`src/rtl/auth_ctrl_v2.sv`:
```
// Rider authorization and power-sequencing controller: decodes UART command
// bytes, debounces rider_off before power-down and counts unrecognized bytes.
module auth_ctrl_v2 #(
    parameter logic [7:0]  GO_CODE    = 8'h67,
    parameter logic [7:0]  STOP_CODE  = 8'h73,
    parameter logic [7:0]  ESTOP_CODE = 8'h78,
    parameter int unsigned OFF_DLY    = 1024,
    parameter int unsigned ERR_W      = 4
) (
    input  logic             clk,
    input  logic             rst,
    input  logic [7:0]       rx_data,
    input  logic             rx_rdy,
    input  logic             rider_off,
    output logic             clr_rx_rdy,
    output logic             pwr_up,
    output logic [1:0]       state_o,
    output logic [ERR_W-1:0] err_cnt
);

    localparam int unsigned CW = $clog2(OFF_DLY + 1);
    localparam logic [CW-1:0] LAST = CW'(OFF_DLY);

    typedef enum logic [1:0] {
        OFF  = 2'd0,
        PWR1 = 2'd1,
        PWR2 = 2'd2,
        DLY  = 2'd3
    } state_t;

    state_t        state;
    state_t        nxt;
    logic [CW-1:0] cnt;

    logic is_go;
    logic is_stop;
    logic is_estop;
    logic is_bad;

    assign is_go      = rx_rdy && (rx_data == GO_CODE);
    assign is_stop    = rx_rdy && (rx_data == STOP_CODE);
    assign is_estop   = rx_rdy && (rx_data == ESTOP_CODE);
    assign is_bad     = rx_rdy && !(is_go || is_stop || is_estop);

    assign clr_rx_rdy = rx_rdy && !rst;
    assign state_o    = state;

    always_comb begin
        nxt = state;
        case (state)
            OFF:  if (is_go) nxt = PWR1;
            PWR1: begin
                if (is_estop)     nxt = OFF;
                else if (is_stop) nxt = PWR2;
            end
            PWR2: begin
                if (is_estop)       nxt = OFF;
                else if (is_go)     nxt = PWR1;
                else if (rider_off) nxt = DLY;
            end
            DLY: begin
                // Count runs 0..OFF_DLY so power drops OFF_DLY+1 edges after DLY entry.
                if (is_estop)         nxt = OFF;
                else if (is_go)       nxt = PWR1;
                else if (!rider_off)  nxt = PWR2;
                else if (cnt == LAST) nxt = OFF;
            end
            default: nxt = OFF;
        endcase
    end

    always_ff @(posedge clk) begin
        if (rst) begin
            state   <= OFF;
            pwr_up  <= 1'b0;
            cnt     <= '0;
            err_cnt <= '0;
        end else begin
            state  <= nxt;
            pwr_up <= (nxt != OFF);
            cnt    <= (state == DLY && nxt == DLY) ? cnt + 1'b1 : '0;
            if (is_bad && err_cnt != '1)
                err_cnt <= err_cnt + 1'b1;
        end
    end

endmodule

```
`config.mk`:
```
export PLATFORM = sky130hd
export DESIGN_NAME = auth_ctrl_v2
export DESIGN_NICKNAME = d
export VERILOG_FILES = /design/src/rtl/auth_ctrl_v2.sv
export SDC_FILE = /design/constraint.sdc
export NUM_CORES = 1
export LEC_CHECK = 0
export BUFFER_PORTS_ARGS = -buffer_cell sky130_fd_sc_hd__buf_2
export CORE_ASPECT_RATIO = 1.1
export CORE_MARGIN = 2
export CORE_UTILIZATION = 51
export CTS_BUF_LIST = sky130_fd_sc_hd__clkbuf_4 sky130_fd_sc_hd__clkbuf_8
export CTS_CLUSTER_DIAMETER = 100
export DETAILED_ROUTE_END_ITERATION = 12
export GPL_ROUTABILITY_DRIVEN = 0
export HOLD_SLACK_MARGIN = 0.12
export PLACE_DENSITY = 0.9
export SYNTH_ARGS = -nofsm -noshare
export SYNTH_HDL_FRONTEND = slang
export SYNTH_SLANG_ARGS = --single-unit
```
`constraint.sdc`:
```
create_clock -name clk -period 1.52 [get_ports clk]
set_input_delay 0.304 -clock clk [delete_from_list [all_inputs] [get_ports clk]]
set_output_delay 0.304 -clock clk [all_outputs]
set_load 0.02 [all_outputs]
```
======== After elaboration in Yosys (flattened, before gate mapping) ========
Cells that the tools add are included.
word-level totals
  register bits ........................... 18
  bits in latches ......................... 0
  memory bits (writable) .................. 0
  bits in read-only memories .............. 0
  bits of input ports ..................... 12
  output and inout port bits .............. 8
  memories ................................ 0
operators by class
  add/subtract/negate cells ............... 2
  multipliers ............................. 0
  div/mod/pow operators ................... 0
  $lt $le $gt $ge ......................... 0
  equal/unequal tests ..................... 9
  shifts and indexed selects .............. 0
  mux-type cells .......................... 11
  bitwise operators ....................... 1
  reduce and logical (&&, ||, !) cells .... 14
operators by type and width
  kind                                                             count
  8-bit by 7-bit == test with 1-bit output, second input constant  3
  2-bit 2-to-1 mux                                                 10
  11-bit by 1-bit adder with 11-bit output, second input constant  1
  11-bit == test, second input constant                            1
  2-bit one-hot mux with 4 select lines                            1
  1-bit logical AND                                                7
  2-bit == test, second input constant                             3
  4-bit by 1-bit adder with 4-bit output, second input constant    1
  4-bit != test, second input constant                             1
  2-bit by 1-bit == test with 1-bit output, second input constant  1
  1-bit logical NOT                                                2
  2-bit logical NOT                                                1
  1-bit logical OR                                                 2
  2-bit nonzero test                                               1
  2-bit OR reduction                                               1
  1-bit inverter                                                   1

======== Longest topological paths before layout ========
Gate-level depths: netlist (run 1).
  word-level depth ........................ 10
  gate-level depth with buffers ........... 8
  gate-level depth less buffers ........... 7

======== Worst setup path before layout (run 1) ========
No wires, ideal clock.
  path type ............................... reg2reg
  from .................................... reg state[1], in the netlist state_o[1]
  to ...................................... reg cnt[3]
  library setup time ...................... 0.062 ns
  data arrival time ....................... 1.698 ns
  data required time ...................... 1.458 ns
  path slack .............................. -0.240 ns
  stages on the path, launching flop included .. 7
  buffers on the path ..................... 1
  clock period less this slack ............ 1.760 ns
  cells stage by stage .................... dfxtp_1 > or3b_1 > o31ai_2 > nand2_1 > a221o_1 > buf_6 > nor2_2
between the ends
  word-level cells in the longest chain between the ends .. 9
  elaborated cells on any way between the ends .. 19
  those cells by class .................... 4 x eq/ne; 11 x mux; 1 x bitwise; 3 x reduce/logical
ends and longest elaborated chain
  item                                   RTL line  source
  start: declaration                     31        state_t state;
  start signal: assignment               79        state <= nxt;
  2-bit 2-to-1 mux                       66        else if (cnt == LAST) nxt = OFF;
  2-bit 2-to-1 mux                       65        else if (!rider_off) nxt = PWR2;
  2-bit 2-to-1 mux                       64        else if (is_go) nxt = PWR1;
  2-bit 2-to-1 mux                       63        if (is_estop) nxt = OFF;
  2-bit one-hot mux with 4 select lines  50        case (state)
  2-bit == test                          81        cnt <= (state == DLY && nxt == DLY) ? cnt + 1'b1 : '0;
  1-bit logical AND *                    81
  1-bit inverter (no line) *             -
  2-bit OR reduction (no line) *         -
  end signal: assignment                 81
  end: declaration                       33        logic [CW-1:0] cnt;
Every way passes the cells marked *; elsewhere a longest branch is shown, timed or not.
A chain may end at the register's enable or synchronous reset.

======== Final worst setup path (run 1) ========
  from .................................... reg state[1], in the netlist state_o[1]
  to ...................................... reg cnt[9]
The elaborated chain is that of the path after synthesis.

==> results of run 1 <==
stage by stage:
step	setup TNS [ns]	hold WS, ns	worst slack [ns]	power, mW	utilization [%]
finish	-1.65	0.261	-0.165	0.882	72.5
global route	-2.35	0.265	-0.210	0.936	72.5
CTS	-1.46	0.260	-0.150	0.891	72.1
detailed placement	-3.47	0.511	-0.307	0.601	67.2
global placement	-2.95	0.478	-0.232	0.596	67.2
floorplan	-1.25	0.450	-0.126	0.552	-
synth_stat cells (2+ instances only):
library cell,n,share of area [%]
a21oi_1,3,1.5
buf_6,2,2.2
dfxtp_1,18,35
ha_1,3,3.7
inv_1,3,1.1
nand2_1,5,1.8
nand3_1,7,3.4
nand3b_1,2,1.5
nand4_1,3,1.8
nor2_1,9,3.3
nor2_2,9,5.5
nor2b_1,2,1.2
nor3_1,2,0.98
o21ai_0,2,0.98
o21bai_1,2,1.5
o22ai_1,2,1.2
o31ai_1,3,2.2
or3b_1,2,1.7
xnor2_1,5,4.3
xor2_1,5,4.3
worst max-delay path, delay by kind of cell, from the launching register on:
family                 cells  cell delay, ns
and+or+nand+nor            3            0.57
AOI/OAI and AO/OA          2            0.56
DFF                        1            0.35
buffers and inverters      1            0.15
worst max path at each step:
stage	from	to	slack, ns
after floorplan	state_o[1]$_SDFF_PP0_	cnt[3]$_SDFF_PP0_	-0.13
after global placement	rx_data[2]	cnt[10]$_SDFF_PP0_	-0.23
after detailed placement	rx_data[4]	cnt[10]$_SDFF_PP0_	-0.31
after CTS	state_o[1]$_SDFF_PP0_	cnt[9]$_SDFF_PP0_	-0.15
after global routing	state_o[1]$_SDFF_PP0_	cnt[9]$_SDFF_PP0_	-0.21
final	state_o[1]$_SDFF_PP0_	cnt[9]$_SDFF_PP0_	-0.16
layer usage:
| metal | GRT usage [%] | wire (um) | vias up |
|---|---|---|---|
| met5 | 0 | 0 | - |
| met4 | 12.5 | 64 | 0 |
| met3 | 3.89 | 82 | 8 |
| met2 | 39.0 | 1200 | 28 |
| met1 | 23.6 | 877 | 445 |
| li1 | - | - | 487 |
what timing repair did:
action                     in CTS  in global routing
cloned                          0                  0
setup buffers                   2                  1
setup endpoints to repair      12                 12
gates resized for setup         9                  1
pin swaps                       8                  1
logic make-up after synthesis:
logic type	count (synthesis)	synth area share, %
mux	2	2.07
flops	18	35.1
fa+ha+maj	3	3.66
compound gates	18	12.9
buf+inv	6	3.66
xor+xnor	10	8.54
simple gates	54	34.0
power by group:
| part | total (mW) | switching (mW) | internal [mW] |
|---|---|---|---|
| sequential | 0.482 | 0.00642 | 0.476 |
| combinational | 0.111 | 0.0543 | 0.0570 |
| clock | 0.288 | 0.142 | 0.146 |
| total | 0.882 | 0.203 | 0.679 |
state kept, by name, summed over array words and instances, names as in the netlist:
name     count
cnt         11
pwr_up       1
err_cnt      4
state_o      2
area by class of cell:
type,count,area [sq um]
fill,149,538
tap,28,35.0
timing repair buffer,43,283
inverter,3,11.3
multi-input combinational,87,684
sequential,18,369
clock buffer,4,36.3
==> results by group, run 1 <==
Outcome
  • Status: finished with violations
  • Failing checks: negative setup slack

CTS
  • Worst skew pair latency: 0.29 ns
  • H-tree depth: 1
  • Total CTS buffers: 3
  • Post-CTS Hold Buffers: 0
  • CTS tree: built
  • Sink Count: 18
  • Clock slew at reported path FFs: 0.10 ns
  • CTS Buffer Depth: 2
  • CTS Root Cell: clkbuf_4

Worst setup path
  • Worst EP arrival: 1.92 ns
  • Slowest cell on crit path: or3b_4
  • Crit-path max cell delay: approximately 0.39 ns
  • Critical path launch point type: flop
  • Crit end category: flop
  • Critical Path RT: 1.75 ns
  • Reg2Reg Depth: 6
  • RR Startpoint: state_o[1]$_SDFF_PP0_
  • WS Path Type: flop to flop
  • Peak fanout along the critical path: 6
  • Worst reg2reg endpoint: cnt[9]$_SDFF_PP0_
  • Critical-path cell list: or3b_4, o31ai_4, nand2_1, a221o_1, buf_6, nor2_4
  • Worst R2R Setup Slack: -0.16 ns

Run
  • Max-Cap Viols: 0

Yosys
  • Post-Syn Area: 1030 sq um
  • Synth warn: 0
  • Syn_nets: 126
  • Synth Flop Type: dfxtp_1
  • Post-synthesis sequential area ratio: 35.1%
  • Synth Register Bits: 18
  • Synth unique cells: 42
  • Syn Inst Count: around 110
  • EDFF count, synth: 0
  • Asr flop ratio synth: 0%
  • Mean post-synth cell area: around 9.2 sq um

Floorplanning
  • Core box area: 1960 sq um
  • Die H: 51.0 um
  • Starting Density: 52.4%
  • Die width: 46.8 um
  • Die ar.: 2390 sq um
  • Row Count: 17
  • # IOs: 20

Layout
  • Most frequent cells in the layout: buf_4 (22), buf_2 (19), dfxtp_1 (13)
  • Area delta synth->final: 38.3%
  • Non-filler instance count after layout: 183
  • Antenna diodes: 0
  • # nets final: 171
  • Most common cell after layout, fill and taps aside: buf_4
  • Layout cell share with drive strength beyond 1: between 40% and 50%
  • Post-route cell area: 1420 sq um

Placed design
  • DP Area: roughly 1300 sq um
  • DP HPWL: about 1800 um
  • Port bufs: 19
  • Dpl cells: ~180

Route
  • Total wire length: 2220 um
  • Drt drc: 0
  • Initial DRC count: 11
  • Routed Antenna Nets: 0
  • Drt first pass iters: 4
  • Drt wl/cell: 12.1 um
  • Drt via density: 5.29
  • Vias: 968

Global route
  • Initial antenna violation count: 0
  • Total Routing Usage GR: between 20% and 30%
  • Global-route wire length before repair: 3840 um
  • Pin count of the biggest net entering global routing: 11
  • Vias in the first global route: 961
  • Final global-route overflow total: 0

STA
  • Final Hold Vio Count: 0
  • Final period utilization: 111%
  • Relative slew slack: 70.7%
  • Endpoints failing setup: 13
  • Unrepaired setup endpoints after global routing: yes
  • Worst Max-Slew Pin Slew: 0.436 ns
  • Max Freq: ~600 MHz
  • Tmin final: 1.68 ns
  • Setup ws final: -0.165 ns
  • Clk_skew: 0.00735 ns
  • Fin. max-slew vios: 0

Pwr
  • Power density over cell area: roughly 620 nW/um^2
  • Pleak: a little under 0.6 nW
  • Peak VDD IR: 0.000465 V

Hold path
  • WHS Path Cells: 2
  • Hold worst-path end: err_cnt[0]$_SDFFE_PP0P_
  • Worst hold path class: input pin to flop
  • Min-delay src: rst
(Power assumes the default switching activity.)
==> inputs of run 2 (changes only) <==
--- a/config.mk
+++ b/config.mk
@@ -10,11 +10,11 @@
 export CORE_MARGIN = 2
 export CORE_UTILIZATION = 51
 export CTS_BUF_LIST = sky130_fd_sc_hd__clkbuf_4 sky130_fd_sc_hd__clkbuf_8
-export CTS_CLUSTER_DIAMETER = 100
 export DETAILED_ROUTE_END_ITERATION = 12
 export GPL_ROUTABILITY_DRIVEN = 0
 export HOLD_SLACK_MARGIN = 0.12
 export PLACE_DENSITY = 0.9
+export SKIP_LAST_GASP = 1
 export SYNTH_ARGS = -nofsm -noshare
 export SYNTH_HDL_FRONTEND = slang
 export SYNTH_SLANG_ARGS = --single-unit
==> results by group, run 2 (synthesis results as in run 1) <==
Route
  • Drt wl/cell: 13.2 um
  • Routed Antenna Nets: 0
  • Drt first pass iters: 4
  • Initial DRC count: 7
  • Drt via density: 5.35
  • Vias: 984
  • Drt drc: 0
  • Total wire length: 2420 um

STA
  • Endpoints failing setup: 12
  • Clk_skew: 0.00703 ns
  • Fin. max-slew vios: 0
  • Setup ws final: -0.208 ns
  • Final period utilization: 114%
  • Relative slew slack: 69.6%
  • Final Hold Vio Count: 0
  • Tmin final: 1.73 ns
  • Unrepaired setup endpoints after global routing: yes
  • Worst Max-Slew Pin Slew: 0.452 ns
  • Max Freq: 579 MHz

Global route
  • Initial antenna violation count: 0
  • Global-route wire length before repair: 3870 um
  • GR Util met2: roughly two fifths
  • Total Routing Usage GR: 22.4%
  • Final global-route overflow total: 0
  • GRT met3 Usage: 3.89%
  • Pin count of the biggest net entering global routing: 11
  • GR Layer Usage met1: 23.2%
  • Vias in the first global route: between 900 and 1000
  • Gr busiest metal: met2

Pwr
  • Power density over cell area: around 610 nW/um^2
  • Peak VDD IR: roughly 0.00042 V
  • Combinational Power Share: 12.7%
  • Clk pwr share: 32.6%
  • Pleak: 0.597 nW
  • Switching share of power: 23.0%
  • NetSw: 203 uW
  • Flop pwr share: 54.7%
  • Internal power: ~680 uW

Worst setup path
  • WS Path Type: flop to flop
  • Worst EP arrival: 1.96 ns
  • Worst path bufs/invs: 1
  • RR Startpoint: state_o[1]$_SDFF_PP0_
  • Critical Path RT: 1.75 ns
  • Slowest cell on crit path: a221o_1
  • Crit end category: flop
  • Critical path's top delay family: compound AO/OA/AOI/OAI gates
  • Critical path launch point type: flop
  • Crit-path max cell delay: 0.40 ns
  • Peak fanout along the critical path: 6
  • CP Launch Point: state_o[1]$_SDFF_PP0_
  • Critical-path cell list: or3b_4, o31ai_4, nand2_1, a221o_1, buf_6, nor2_4

Layout
  • Largest register FFs: 11
  • Sequential Area: 369 sq um
  • Fin util: 74.0%
  • Most common cell after layout, fill and taps aside: buf_4
  • # nets final: 172
  • Biggest register: cnt
  • Multi-input gate area: 703 sq um
  • Fillers: roughly 150
  • Antenna diodes: 0
  • Layout cell share with drive strength beyond 1: 50.0%
  • Most frequent cells in the layout: buf_4 (22), buf_2 (19), dfxtp_1 (13)
  • Non-filler instance count after layout: between 150 and 200
  • Area delta synth->final: 41.2%

Floorplanning
  • Die width: 46.8 um
  • Die ar.: 2390 sq um
  • # IOs: 20
  • Core box area: 1960 sq um
  • Starting Density: 52.4%
  • Die H: 51.0 um
  • Row Count: 17

Hold path
  • Min-delay src: rst
  • Worst hold path class: input pin to flop

CTS
  • CTS Buffer Depth: 2
  • Sink Count: 18
  • CTS Root Cell: clkbuf_4
  • Total CTS buffers: 3
  • Clock slew at reported path FFs: approximately 0.1 ns
  • Worst skew pair latency: 0.29 ns
  • CTS tree: built
  • H-tree depth: 1
  • Post-CTS Hold Buffers: 0

Placed design
  • Setup slack at placement: -0.307 ns
  • Dpl cells: 176
  • DP HPWL: 1770 um
  • Port bufs: 19

Outcome
  • Failing checks: negative setup slack
  • Status: finished with violations

Run
  • Max-Cap Viols: 0
## run 2: metal layers
layer  part of all wire, %  wire length, um
met3                   3.1               76
met5                     0                0
met1                    39              946
met2                    55             1340
met4                   2.6               62
## run 2: power groups by stage
stage          Combinational (mW)  Sequential [mW]  Clock, mW
3_3_place_gp                0.104            0.492          0
5_1_grt                     0.122            0.483      0.329
6_report                    0.112            0.482      0.287
3_5_place_dp                0.107            0.494          0
4_1_cts                     0.110            0.483      0.299
2_1_floorplan              0.0517            0.500          0
## run 2: what timing repair did
item | in CTS | in global routing
pin swaps | 7 | 7
endpoints found under the setup margin | 12 | 14
buffers inserted | 2 | 2
hold endpoints to repair | 0 | 0
resized for setup | 6 | 12
## run 2: worst register-to-register path, stage by stage, from the launching register on
cell and delay, ns:
dfxtp_4 0.35, or3b_4 0.39, o31ai_4 0.19, nand2_1 0.09, a221o_1 0.40, buf_6 0.16
nor2_4 0.10
## run 2: final timing paths
kind	to	slack, ns	cells past startpoint
min reg2reg	cnt[0]$_SDFF_PP0_	0.52	2
max reg2reg	cnt[9]$_SDFF_PP0_	-0.21	6
max	cnt[9]$_SDFF_PP0_	-0.21	6
min	err_cnt[0]$_SDFFE_PP0P_	0.26	2
## run 2: area by class of cell
type / instances / share of cell area, %
multi-input cells: 87 / 48.5
clock buffers: 4 / 2.50
well taps: 28 / 2.42
repair buffers: 44 / 20.3
flip-flops and latches: 18 / 25.5
inverters: 3 / 0.777
## run 2: stage by stage
stage	setup TNS [ns]	instance area [sq um]	hold WS (ns)	total power [mW]
global route	-3.03	1450	0.265	0.935
finish	-2.14	1450	0.263	0.882
global placement	-2.95	1320	0.478	0.596
CTS	-1.53	1390	0.260	0.891
detailed placement	-3.47	1320	0.511	0.601
floorplan	-1.25	1050	0.450	0.552
==> inputs of run 3 (changes only) <==
--- a/config.mk
+++ b/config.mk
@@ -5,6 +5,7 @@
 export SDC_FILE = /design/constraint.sdc
 export NUM_CORES = 1
 export LEC_CHECK = 0
+export ABC_AREA = 1
 export BUFFER_PORTS_ARGS = -buffer_cell sky130_fd_sc_hd__buf_2
 export CORE_ASPECT_RATIO = 1.1
 export CORE_MARGIN = 2
@@ -13,7 +14,7 @@
 export DETAILED_ROUTE_END_ITERATION = 12
 export GPL_ROUTABILITY_DRIVEN = 0
 export HOLD_SLACK_MARGIN = 0.12
-export PLACE_DENSITY = 0.9
+export PLACE_DENSITY = 0.89
 export SKIP_LAST_GASP = 1
 export SYNTH_ARGS = -nofsm -noshare
 export SYNTH_HDL_FRONTEND = slang
==> results by group, run 3 <==
STA
  • Tmin final: between 1.5 and 2 ns
  • Hold_ws: 0.221 ns
  • Final period utilization: 100%
  • Setup ws final: -0.000967 ns
  • Max Freq: 657 MHz
  • Relative slew slack: 75.0%
  • Clk_skew: around 0.007 ns
  • Unrepaired setup endpoints after global routing: yes
  • Worst Max-Slew Pin Slew: 0.375 ns
  • Fin. max-slew vios: 0
  • Final Hold Vio Count: 0
  • Endpoints failing setup: 1

Floorplanning
  • # IOs: 20
  • Row Count: 17
  • Die ar.: approximately 2500 sq um
  • Core box area: 1980 sq um
  • Die width: 47.5 um
  • Die H: between 50 and 60 um
  • Starting Density: 53.6%

Worst setup path
  • CP Launch Point: cnt[1]$_SDFF_PP0_
  • Critical path launch point type: flop
  • Peak fanout along the critical path: 6
  • Crit-path max cell delay: 0.34 ns
  • Worst path bufs/invs: 2
  • Critical-path cell list: inv_2, ha_4, nand2_2, inv_2, nand3_2, o21bai_1, nand2_1, nand3_2, nand4_4, nand2_4, nor2_2
  • WS Path Type: flop to flop
  • WP depth: 11
  • Critical path's top delay family: simple AND/OR/NAND/NOR gates
  • Critical Path RT: 1.73 ns
  • Worst EP arrival: 1.73 ns
  • RR Startpoint: cnt[1]$_SDFF_PP0_
  • Reg2Reg Depth: 11
  • Crit end category: flop
  • Slowest cell on crit path: dfxtp_2

Route
  • Drt drc: 0
  • Initial DRC count: 62
  • Vias: roughly 1100
  • Drt first pass iters: 4
  • Total wire length: 2580 um
  • Drt wl/cell: 12.3 um
  • Routed Antenna Nets: 0
  • Drt via density: 5.20

Pwr
  • Clk pwr share: 35.3%
  • Switching share of power: about a quarter
  • Combinational Power Share: 9.1%
  • Power density over cell area: 641 nW/um^2
  • Internal power: 655 uW
  • Peak VDD IR: 0.000733 V
  • Flop pwr share: a little under three fifths
  • NetSw: 212 uW
  • Pleak: approximately 0.62 nW

Layout
  • Area delta synth->final: 27.6%
  • # nets final: roughly 200
  • Post-route cell area: 1350 sq um
  • Fillers: 149
  • Most common cell after layout, fill and taps aside: nor2_1
  • Most frequent cells in the layout: nor2_1 (26), nand2_1 (25), inv_1 (20)
  • Fin util: 68.4%
  • Layout cell share with drive strength beyond 1: around a third
  • Largest register FFs: 11
  • Antenna diodes: 0
  • Biggest register: cnt

Yosys
  • Mean post-synth cell area: 6.93 sq um
  • Area share of the largest cell type after synthesis: 34.0%
  • Mux cell area share after synthesis: 0%
  • Syn Inst Count: 153
  • Most frequent cell after synthesis: nor2_1
  • Synth Flop Type: dfxtp_1
  • Synth warn: 0
  • Synth unique cells: 20
  • Synth cell count leaders: nor2_1 (28), nand2_1 (27), inv_1 (24)
  • Simple-Gate Fraction of Synth Area: 40.4%
  • Syn_nets: around 170
  • Synth Register Bits: 18
  • Main combinational cell family by area after synthesis: simple AND/OR/NAND/NOR gates
  • Post-synthesis xor/xnor area fraction: roughly 8.3%
  • Synth area leaders: dfxtp_1 (34%), nor2_1 (9.9%), nand2_1 (9.6%)
  • Asr flop ratio synth: 0%
  • Post-synthesis sequential area ratio: 34.0%
  • Area leader, netlist: dfxtp_1
  • EDFF count, synth: 0
  • Synth Area in Adders: 3.54%
  • Post-Syn Area: 1060 sq um
  • Compound-Gate Fraction of Synth Area: 3.78%

CTS
  • Sink Count: 18
  • CTS tree: built
  • Clock slew at reported path FFs: 0.11 ns
  • Worst skew pair latency: 0.31 ns
  • CTS Root Cell: clkbuf_4
  • Total CTS buffers: 3
  • CTS Buffer Depth: 2
  • H-tree depth: 1
  • Post-CTS Hold Buffers: 0

Global route
  • Total Routing Usage GR: 22.5%
  • Final global-route overflow total: 0
  • Vias in the first global route: 988
  • Global-route wire length before repair: 3930 um
  • Initial antenna violation count: 0
  • Pin count of the biggest net entering global routing: 12

Placed design
  • DP HPWL: 1750 um
  • DP Area: 1210 sq um
  • Port bufs: 19

Hold path
  • Min-delay src: rst
  • Worst hold path class: input pin to flop
  • WHS Path Cells: 2

Run
  • Max-Cap Viols: 0

Outcome
  • Status: finished with violations
  • Failing checks: negative setup slack
[run 3: routing by layer]
layer / share of wire (%) / track usage, % / vias to the layer above / routed length (um)
met5: 0 / 0 / - / 0
met4: 2.5 / 13.9 / 0 / 65
met3: 5.9 / 3.82 / 10 / 151
met2: 53 / 38.3 / 47 / 1370
met1: 39 / 24.6 / 502 / 995
li1: - / - / 527 / -
[run 3: power groups by stage]
| stage | registers (mW) | logic [mW] | clock network [mW] |
|---|---|---|---|
| floorplan | 0.499 | 0.0331 | 0 |
| global placement | 0.493 | 0.0736 | 0 |
| detailed placement | 0.493 | 0.0769 | 0 |
| CTS | 0.483 | 0.0776 | 0.304 |
| global route | 0.484 | 0.0896 | 0.317 |
| finish | 0.483 | 0.0785 | 0.306 |
[run 3: per-stage QoR]
stage            TNS, ns  setup WS [ns]  power, mW  std cells
5_1_grt           -0.493        -0.0819      0.891        209
6_report       -0.000967      -0.000967      0.867        209
2_1_floorplan          0          0.103      0.532        153
3_3_place_gp     -0.0204        -0.0171      0.567        203
4_1_cts                0        0.00634      0.865        207
3_5_place_dp      -0.482        -0.0818      0.570        203
[run 3: logic make-up after synthesis]
logic type                 after synthesis
AOI/OAI and AO/OA                        7
and+or+nand+nor                         89
buffers and inverters                   26
xor gates and xnor gates                10
adders and majority gates                3
DFF                                     18
[run 3: area by class of cell]
cell class / instances / area [sq um] / share of cell area (%)
inverter: 24 / 90.1 / 6.66
clock buffer: 4 / 36.3 / 2.68
sequential: 18 / 363 / 26.8
multi-input combinational: 110 / 688 / 50.9
timing repair buffer: 25 / 140 / 10.4
tap: 28 / 35.0 / 2.59
[run 3: worst reg2reg max path, cell delays in order, from the launching register on]
cell and delay [ns]:
dfxtp_2 0.34, inv_2 0.06, ha_4 0.12, nand2_2 0.05, inv_2 0.06, nand3_2 0.08, o21bai_1 0.15, nand2_1 0.08
nand3_2 0.09, nand4_4 0.14, nand2_4 0.18, nor2_2 0.06
[run 3: what timing repair did]
item | CTS | global route
endpoints found under the setup margin | 11 | 13
pin swaps | 0 | 13
gates cloned | 0 | 1
setup buffers | 0 | 1
gates resized for setup | 2 | 22
[run 3: worst paths after layout]
check / to / slack, ns
worst max-delay path: cnt[0]$_SDFF_PP0_ / -0.001
worst min-delay path: err_cnt[3]$_SDFFE_PP0P_ / 0.22
worst max register to register: cnt[0]$_SDFF_PP0_ / -0.001
worst min register to register: err_cnt[3]$_SDFFE_PP0P_ / 0.52
